## config.mk

```make
export PLATFORM = sky130hd
export DESIGN_NAME = seq_bit_serializer
export DESIGN_NICKNAME = d
export VERILOG_FILES = /design/src/rtl/seq_bit_serializer_pkg.sv /design/src/rtl/seq_ser_bit_cnt.sv /design/src/rtl/seq_bit_serializer.sv
export SDC_FILE = /design/constraint.sdc
export NUM_CORES = 1
export LEC_CHECK = 0
export CAP_MARGIN = 20
export CELL_PAD_IN_SITES_DETAIL_PLACEMENT = 1
export CELL_PAD_IN_SITES_GLOBAL_PLACEMENT = 2
export CORE_UTILIZATION = 29
export CTS_CLUSTER_SIZE = 30
export DETAILED_ROUTE_END_ITERATION = 7
export PLACE_DENSITY_LB_ADDON = 0.1
export SYNTH_ARGS = -nofsm -noshare
export SYNTH_HDL_FRONTEND = slang
export SYNTH_SLANG_ARGS = --single-unit
```

## constraint.sdc

```tcl
create_clock -name clk -period 2 [get_ports clk]
set_clock_uncertainty 0.1 [all_clocks]
set_input_delay 0.4 -clock clk [delete_from_list [all_inputs] [get_ports clk]]
set_output_delay 0.4 -clock clk [all_outputs]
set_load 0.005 [all_outputs]
```

## src/rtl/seq_bit_serializer_pkg.sv

```systemverilog
// Shared types and defaults for the bit serializer.
// Holds the FSM state encoding and the default word width and idle level.
package seq_pkg;

  typedef enum logic [1:0] {
    IDLE   = 2'd0,
    SHIFT  = 2'd1,
    PARITY = 2'd2
  } state_t;

  localparam int   DEFAULT_WIDTH      = 8;
  localparam logic DEFAULT_IDLE_LEVEL = 1'b0;

endpackage

```

## src/rtl/seq_ser_bit_cnt.sv

```systemverilog
// Loadable down-counter for the serializer.
// The count saturates at zero, and tc flags the final bit of a word.
module seq_ser_bit_cnt
  import seq_pkg::*;
#(
  parameter int WIDTH = DEFAULT_WIDTH,
  localparam int CW   = $clog2(WIDTH + 1)
) (
  input  logic clk,
  input  logic rst,
  input  logic load,
  input  logic dec,
  output logic tc
);

  logic [CW-1:0] count;

  // The count starts at WIDTH-1 so that zero marks the last bit; it holds at zero rather than wrapping.
  always_ff @(posedge clk) begin
    if (rst) begin
      count <= '0;
    end else if (load) begin
      count <= CW'(WIDTH - 1);
    end else if (dec && (count != '0)) begin
      count <= count - CW'(1);
    end
  end

  assign tc = (count == '0);

endmodule

```

## src/rtl/seq_bit_serializer.sv

```systemverilog
// Parallel-to-serial converter feeding a downstream sequence detector.
// Define SEQ_SER_PARITY_EN to append an even-parity bit to every frame.
module seq_bit_serializer
  import seq_pkg::*;
#(
  parameter int   WIDTH      = DEFAULT_WIDTH,
  parameter int   MSB_FIRST  = 1,
  parameter logic IDLE_LEVEL = DEFAULT_IDLE_LEVEL
) (
  input  logic             clk,
  input  logic             rst,
  input  logic [WIDTH-1:0] data_in,
  input  logic             load,
  output logic             ready,
  output logic             in_bit,
  output logic             bit_valid,
  output logic             done
);

  state_t           state;
  state_t           next_state;
  logic [WIDTH-1:0] shift_reg;
  logic             accept;
  logic             last_bit;
  logic             cur_bit;
  logic             data_bit;
  logic             shifting;

  assign accept   = load && ready;
  assign shifting = (state == SHIFT);
  assign cur_bit  = (MSB_FIRST != 0) ? shift_reg[WIDTH-1] : shift_reg[0];

  seq_ser_bit_cnt #(
    .WIDTH(WIDTH)
  ) u_cnt (
    .clk (clk),
    .rst (rst),
    .load(accept),
    .dec (shifting),
    .tc  (last_bit)
  );

  always_ff @(posedge clk) begin
    if (rst) begin
      state <= IDLE;
    end else begin
      state <= next_state;
    end
  end

  // The word is captured at accept so later changes on data_in cannot disturb the frame.
  always_ff @(posedge clk) begin
    if (rst) begin
      shift_reg <= '0;
    end else if (accept) begin
      shift_reg <= data_in;
    end else if (shifting) begin
      shift_reg <= (MSB_FIRST != 0) ? {shift_reg[WIDTH-2:0], 1'b0}
                                    : {1'b0, shift_reg[WIDTH-1:1]};
    end
  end

`ifdef SEQ_SER_PARITY_EN
  logic parity_bit;

  always_ff @(posedge clk) begin
    if (rst) begin
      parity_bit <= 1'b0;
    end else if (accept) begin
      parity_bit <= ^data_in;
    end
  end
`endif

  // ready and done sit on the final cycle of a frame, so a load there chains frames without a gap.
  always_comb begin
    next_state = state;
    ready      = 1'b0;
    done       = 1'b0;
    bit_valid  = 1'b0;
    data_bit   = 1'b0;
    case (state)
      IDLE: begin
        ready = 1'b1;
        if (load) next_state = SHIFT;
      end
      SHIFT: begin
        bit_valid = 1'b1;
        data_bit  = cur_bit;
`ifdef SEQ_SER_PARITY_EN
        if (last_bit) next_state = PARITY;
`else
        if (last_bit) begin
          ready      = 1'b1;
          done       = 1'b1;
          next_state = load ? SHIFT : IDLE;
        end
`endif
      end
`ifdef SEQ_SER_PARITY_EN
      PARITY: begin
        bit_valid  = 1'b1;
        data_bit   = parity_bit;
        ready      = 1'b1;
        done       = 1'b1;
        next_state = load ? SHIFT : IDLE;
      end
`endif
      default: next_state = IDLE;
    endcase
  end

  assign in_bit = bit_valid ? data_bit : IDLE_LEVEL;

endmodule

```

==> results of run 1 <==
## repair_timing
item,CTS,global route
pin swaps,1,1
setup endpoints to repair,4,1
gates resized for setup,15,2
## worst max-delay path, cell delays in order (launching register included)
cell and delay (ps):
dfxtp_2 450, buf_4 180, clkdlybuf4s50_1 500
## per-stage QoR
stage | TNS, ps | total power [mW] | util
2_1_floorplan | 0 | 0.423 | -
3_3_place_gp | -190 | 0.521 | 0.435
3_5_place_dp | -240 | 0.526 | 0.435
4_1_cts | 0 | 0.702 | 0.448
5_1_grt | 0 | 0.747 | 0.453
6_report | 0 | 0.700 | 0.453
## path summary, 6_finish.rpt
path | from | end | depth (start not counted)
max | state[0]$_SDFFE_PP0P_ | bit_valid | 2
min | shift_reg[0]$_SDFFE_PP0P_ | shift_reg[1]$_SDFFE_PP0P_ | 2
max reg2reg | u_cnt.count[2]$_SDFFE_PP0P_ | u_cnt.count[3]$_SDFFE_PP0P_ | 4
min reg2reg | shift_reg[0]$_SDFFE_PP0P_ | shift_reg[1]$_SDFFE_PP0P_ | 2
## cell usage after synthesis, types with 2 or more instances
| cell type | count | area (µm²) |
|---|---|---|
| dfxtp_1 | 13 | 260 |
| nor3_1 | 8 | 40.0 |
| mux2_2 | 7 | 78.8 |
| a21oi_1 | 6 | 30.0 |
| o221ai_1 | 5 | 43.8 |
| or3b_2 | 5 | 43.8 |
| nor2_1 | 4 | 15.0 |
| a211oi_1 | 3 | 22.5 |
| clkbuf_1 | 3 | 11.3 |
| inv_1 | 3 | 11.3 |
| nand3_1 | 3 | 15.0 |
| nand2_1 | 2 | 7.51 |
| o21ai_0 | 2 | 10.0 |
## area by class of cell
cell class / instances / area (µm²) / share of cell area
multi-input combinational: 60 / 459 / 0.441
tap: 28 / 35.0 / 0.0337
clock buffer: 3 / 22.5 / 0.0216
timing repair buffer: 27 / 240 / 0.231
sequential: 13 / 264 / 0.254
clock inverter: 1 / 5.00 / 0.00481
inverter: 4 / 15.0 / 0.0144
## cell families after synthesis
logic type	after synthesis	share of synthesized area
AND/OR/NAND/NOR	29	0.246
AO/OA/AOI/OAI	21	0.200
flip-flops	13	0.353
buffers and inverters	9	0.0525
multiplexers	8	0.120
XOR/XNOR	1	0.0119
adder cells (fa/ha/maj)	1	0.0169
## routing by layer
| layer | up-vias | global-route usage | share of wire |
|---|---|---|---|
| met1 | 375 | 0.194 | 0.46 |
| li1 | 365 | - | - |
| met4 | 0 | 0.0921 | 0.015 |
| met3 | 4 | 0.0261 | 0.028 |
| met2 | 11 | 0.310 | 0.50 |
| met5 | - | 0 | 0 |
## report_power, final
group          internal, mW  leakage [nW]  switching [mW]  total (mW)
registers             0.286         0.108          0.0209       0.307
clock network        0.0744        0.0177          0.0991       0.173
logic                 0.124         0.280          0.0947       0.219
total                 0.485         0.406           0.215       0.700
## cell usage in the layout (no fill, tap or decap), drive strengths merged, types with 2 or more instances in the layout
| cell | n |
|---|---|
| mux2 | 7 |
| dfxtp | 13 |
| a21oi | 6 |
| or3b | 5 |
| inv | 3 |
| o21ai | 2 |
| buf | 15 |
| a211oi | 3 |
| clkdlybuf4s50 | 12 |
| nor2 | 4 |
| clkinv | 2 |
| nor3 | 8 |
| nand2 | 2 |
| clkbuf | 3 |
| o221ai | 5 |
| nand3 | 3 |
==> flow_results.org, run 1 <==
** Logic synthesis
- Post-synth design cell area :: 738 µm²
- A synthesized cell averages 9.00 µm².
- Number of library cell types mapped by synthesis :: 31
- Post-synth ARST share :: 0
- Number of nets in the synthesized netlist :: 94
- Synthesis inferred 13 register bits.
- Count of mapped cells out of synthesis :: 82
- Part of the Yosys area used for sequential elements :: 0.353
- The synthesized design contains 0 enable-type register cells.
- The most used flip-flop cell after synthesis is dfxtp_1.
- Yosys printed 0 warnings.

** Placement
- Input and output buffers added on the ports amount to 14.
- In this run the cell area measured after placement is 1000 µm².
- The HPWL after detailed placement is 1460 µm.
- Timing analysis after detailed placement gives a worst setup slack of -122 ps.
- Gp weighted congestion :: 0.779
- Number of placed cells counting well taps :: 132

** Worst setup path
- Arrival @ worst endpoint :: 1410 ps
- In this run the worst path has a maximum fanout of 11.
- Across all register-to-register paths, the minimum setup slack is 360 ps.
- Endpoint required time on the critical path :: 1500 ps
- Critical path launch point type :: flop
- Critical path endpoint category :: primary output
- Critical setup path kind :: flop to primary output

** Finish
- Flip-flop count of the largest register, all copies and words added :: 8
- Share of post-route cells with drive strength above 1 :: 0.361
- Counting the fill cells in the layout gives 283.
- Non-Filler Cell Area, Final :: 0.00104 mm²
- 0 antenna diodes ended up in the layout.
- P&R area growth vs syn :: 41.0%
- After the flow finishes, the layout carries non-filler instances totaling 136.
- Post-layout nets :: 121

** Floorplan
- Die outline width :: 52.5 µm
- Standard cell core area :: 0.00230 mm²
- For this configuration, the core starts out at a cell density of 0.321.
- Number of rows in the core area :: 17
- 15 I/O pins were placed.
- Die extent in y :: 52.5 µm
- The die covers 0.00275 mm².

** Clock network
- In this run the number of H-tree levels came out at 1.
- Clock tree from TritonCTS :: yes
- Clock Path Buffers :: 2
- For this design, the sink count on the clock tree is 13.
- After clock tree synthesis, the clock-pin slew on the worst setup and hold paths is 90 ps.
- CTS buffer count :: 3
- Postcts setup bufs :: 0
- Hold buffer count at CTS :: 0
- Root buffer selected by CTS :: clkbuf_4
- The clock reaches the later pin of the worst-skew pair after 290 ps.

** Timing
- Of the available clock period, the critical path in the final layout requires 0.957.
- Unrepaired setup endpoints after global routing :: false
- Slew headroom :: 0.786
- For this run, the top clock speed supported by timing is 0.522 GHz.
- Minimum setup slack in the final design :: 85.8 ps
- The final count of pins violating max slew was 0.
- Transition time of the tightest slew-check pin :: 320 ps
- Final count of hold timing violations :: 0
- Hold timing on the final database bottoms out at a slack of 454 ps.
- For the finished layout, the period the worst path requires is 1910 ps.
- Count of endpoints failing setup in the final report :: 0

** Routing
- In this run, the number of DRC markers left after iteration 0 of detailed routing was 3.
- After detailed routing, the number of remaining DRC violations is 0.
- Dividing the detail-routed wire length by the instance count gives 14.7 µm.
- Detailed Route WL :: 2010 µm
- Count of antenna-violating nets left after detailed routing :: 0
- Before antenna repair, the detailed router went through 3 iterations.
- Total via count in the routed design :: 755
- Using the TritonRoute via totals, the vias-per-cell ratio works out to 5.55.

** Power and ir drop
- IR analysis of the VDD net gives a maximum drop of 0.000305 V.
- Power density over the cells :: 672 mW/mm²
- Static Leak :: 0.406 nW

** GRT
- Antenna violations before repair :: 0
- Wire length of the first global-routing pass :: 3420 µm
- Total routing usage reported by global routing :: 0.173
- The via count of the first global-routing pass came to 750.
- For this run the aggregate overflow at the end of global routing stands at 0.
- Pin count of the biggest net entering global routing :: 22

** Status
- The run finished with clean final reports.

** Min path
- The tightest min-delay check is of the flop to flop type.

** Flow run
- Max cap viols :: 0
(Power assumes the default switching activity.)
==> run 2, diff against run 1 <==
- GPL_ROUTABILITY_DRIVEN: unset -> 0
- PLACE_DENSITY: unset -> 0.78
- PLACE_DENSITY_LB_ADDON: 0.1 -> unset
==> flow_results.org, run 2 (same netlist as run 1, synthesis figures left out) <==
** Clock network
- The worst-case clock buffer depth is 2 (unchanged).
- The root buffer selected by CTS is clkbuf_4 (unchanged).
- The clock tree from TritonCTS was yes (unchanged).
- H-tree lvl count :: 1 (unchanged)
- Clock latency at the later pin of the worst-skew pair :: 280 ps (was 290 ps)
- The clock-pin transition on the worst setup and hold timing paths was 80 ps (was 90 ps).
- Clock Sink Count :: 13 (unchanged)
- CTS buffer count :: 3 (unchanged)

** Routing
- Ratio of routed vias to standard cells :: 5.43 (was 5.55)
- The sum of routed wire length over all layers was 2000 µm (was 2010 µm).
- Number of remaining DRC errors :: 0 (unchanged)
- The per-cell routed wire length is 14.6 µm (was 14.7 µm).
- The final antenna-violating net count was 0 (unchanged).
- The starting DRC count in detailed routing came to 6 (was 3).
- The via count came to 744 (was 755).
- First-pass iteration count of the detailed router :: 3 (unchanged)

** Timing
- The fmax came to 0.517 GHz (was 0.522 GHz).
- Worst Hold Margin :: 444 ps (was 454 ps)
- Slew headroom :: 0.739 (was 0.786)
- The clock period minus worst slack came to 1940 ps (was 1910 ps).
- Count of endpoints failing setup in the final report :: 0 (unchanged)
- The final period utilization was 0.968 (was 0.957).
- Count of pins over their slew limit :: 0 (unchanged)
- Unrepaired setup endpoints after global routing :: false (unchanged)
- Setup tns final :: 0 ps (unchanged)
- Final count of hold timing violations :: 0 (unchanged)
- The slew at the pin closest to its max-slew limit came to 389 ps (was 320 ps).

** Flow run
- The number of maximum-capacitance violations was 0 (unchanged).

** Floorplan
- Die extent in y :: 52.5 µm (unchanged)
- Die outline width :: 52.5 µm (unchanged)
- The floorplan core area came to 0.00230 mm² (unchanged).
- Number of rows in the core area :: 17 (unchanged)
- The top-level I/O count is 15 (unchanged).
- Die outline area :: 0.00275 mm² (unchanged)
- Initial cell density of the core :: 0.321 (unchanged)

** Placement
- Count of input and output buffers :: 14 (unchanged)
- Estimated wirelength of the detail-placed design :: 1470 µm (was 1460 µm)
- Area post-placement :: 1000 µm² (unchanged)
- The number of placed cells counting well taps was 132 (unchanged).

** Finish
- The final-stage net count came to 122 (was 121).
- Share of post-route cells with drive strength above 1 :: 0.358 (was 0.361)
- The area growth from synthesis to layout came to 41.7% (was 41.0%).
- Non-Filler Cell Area, Final :: 0.00105 mm² (was 0.00104 mm²)
- The post-route non-filler standard cell count was 137 (was 136).
- The library cell used most frequently in the layout, excluding fill and tap cells, is buf_4.
- Most used cells in the layout excluding fill and tap cells :: 13 x buf_4, 12 x clkdlybuf4s50_1, 11 x dfxtp_1 (was 12 x clkdlybuf4s50_1, 12 x buf_4, 10 x dfxtp_1)
- The diode insertion count for antenna repair was 0 (unchanged).
- The flip-flop count of the largest register after layout is 8 (unchanged).

** Power and ir drop
- Power density over the cells :: 672 mW/mm² (about the same)
- The leakage power was 0.407 nW (was 0.406 nW).
- Total power :: 0.703 mW (was 0.700 mW)
- The peak ir drop on the vdd network came to 0.000421 V (was 0.000305 V).

** Worst setup path
- Ordered list of cells on the worst path :: inv_2 > ha_4 > or3b_4 > nor2_2 > buf_2 (was buf_4 > clkdlybuf4s50_1)
- Start point of the critical path :: u_cnt.count[0]$_SDFFE_PP0P_ (was state[0]$_SDFFE_PP0P_)
- Cell at the slowest stage of the critical path :: or3b_4 (was clkdlybuf4s50_1)
- Longest individual stage delay on the worst path :: 390 ps (was 500 ps)
- CP max FO :: 3 (was 11)
- The kind of capture point of the worst setup path is a primary output (unchanged).
- Critical R2R Capture :: u_cnt.count[1]$_SDFFE_PP0P_ (was u_cnt.count[3]$_SDFFE_PP0P_)
- The path type of the worst setup path is flop to primary output (unchanged).
- Endpoint required time on the critical path :: 1500 ps (about the same)
- The worst-case register-to-register setup slack was 280 ps (was 360 ps).
- The number of cells traversed by the worst register-to-register path came to 7 (was 4).
- The start of the worst register-to-register path was u_cnt.count[0]$_SDFFE_PP0P_ (was u_cnt.count[2]$_SDFFE_PP0P_).
- Critical path capture point :: done (was bit_valid)
- Critical path launch point type :: flop (unchanged)
- The endpoint arrival time on the critical path came to 1440 ps (was 1410 ps).

** GRT
- Met2 global-route usage :: 0.327 (was 0.310)
- The via count of the first global-routing pass is 832 (was 750).
- The wire length of the first global-routing pass is 3640 µm (was 3420 µm).
- The overflow left after global routing was 0 (unchanged).
- Grt met3 use :: 0.0522 (was 0.0261)
- The most used routing layer is met2 (unchanged).
- The initial antenna violation count was 0 (unchanged).
- The maximum number of pins on one net before global-route repair was 22 (unchanged).
- Met1 Usage GRT :: 0.209 (was 0.194)
- Total routing usage reported by global routing :: 0.182 (was 0.173)

** Status
- Result of the run: finished clean (unchanged).

** Min path
- Path category of the worst min-delay check :: flop to flop (unchanged)
## run 2: changes by cell type in the layout (fill, tap and decap cells not counted)
| cell | change |
|---|---|
| dfxtp_2 | -1 |
| inv_1 | -1 |
| dfxtp_1 | +1 |
| buf_4 | +1 |
| clkinv_2 | -1 |
| inv_2 | +1 |
| clkbuf_1 | +1 |
## run 2: where the power goes
part	switching, mW	total [mW]	internal, mW
clock network	0.0912	0.169	0.0776
registers	0.0188	0.305	0.286
logic	0.0994	0.229	0.130
total	0.209	0.703	0.493
## run 2: layer usage
layer  vias to the layer above  wire, µm
met2                        16      1010
met1                       360       900
met4                         0        11
met5                         -         0
li1                        365         -
met3                         3        86
## run 2: final cells by class
type	count	area [µm²]
inverter	4	15.0
sequential	13	263
clock buffer	4	26.3
tap	28	35.0
multi-input combinational	60	459
timing repair buffer	28	248
fill	281	1250
## run 2: stage by stage
step           worst slack [ps]   util
2_1_floorplan               306      -
3_3_place_gp              -78.9  0.435
3_5_place_dp               -135  0.435
4_1_cts                    29.1  0.450
5_1_grt                    5.52  0.455
6_report                   64.4  0.455
## run 2: repair_timing
item	CTS	global route
hold buffers	0	0
setup endpoints to repair	2	3
gates resized for setup	14	3
pin swaps	1	0
buffers inserted	1	0
## run 2: worst max-delay path, delay by kind of cell, from the launching register on
family        cells  cell delay (ps)
simple gates      2              500
flops             1              330
buf+inv           2              190
fa+ha+maj         1              130
## run 2: worst min-delay path by stage
| stage | start | endpoint | slack (ps) | cells after the start |
|---|---|---|---|---|
| after CTS | shift_reg[6]$_SDFFE_PP0P_ | shift_reg[7]$_SDFFE_PP0P_ | 450 | 1 |
| after floorplan | u_cnt.count[0]$_SDFFE_PP0P_ | u_cnt.count[0]$_SDFFE_PP0P_ | 370 | 2 |
| after global placement | shift_reg[6]$_SDFFE_PP0P_ | shift_reg[7]$_SDFFE_PP0P_ | 410 | 1 |
| final | shift_reg[6]$_SDFFE_PP0P_ | shift_reg[7]$_SDFFE_PP0P_ | 440 | 1 |
| after detailed placement | shift_reg[6]$_SDFFE_PP0P_ | shift_reg[7]$_SDFFE_PP0P_ | 430 | 1 |
| after global routing | shift_reg[6]$_SDFFE_PP0P_ | shift_reg[7]$_SDFFE_PP0P_ | 480 | 1 |
==> run 3, diff against run 2 <==
- CAP_MARGIN: 20 -> unset
- CTS_CLUSTER_DIAMETER: unset -> 50
==> results of run 3 <==
The final DEF is identical to that of run 2; final timing and power are the same.
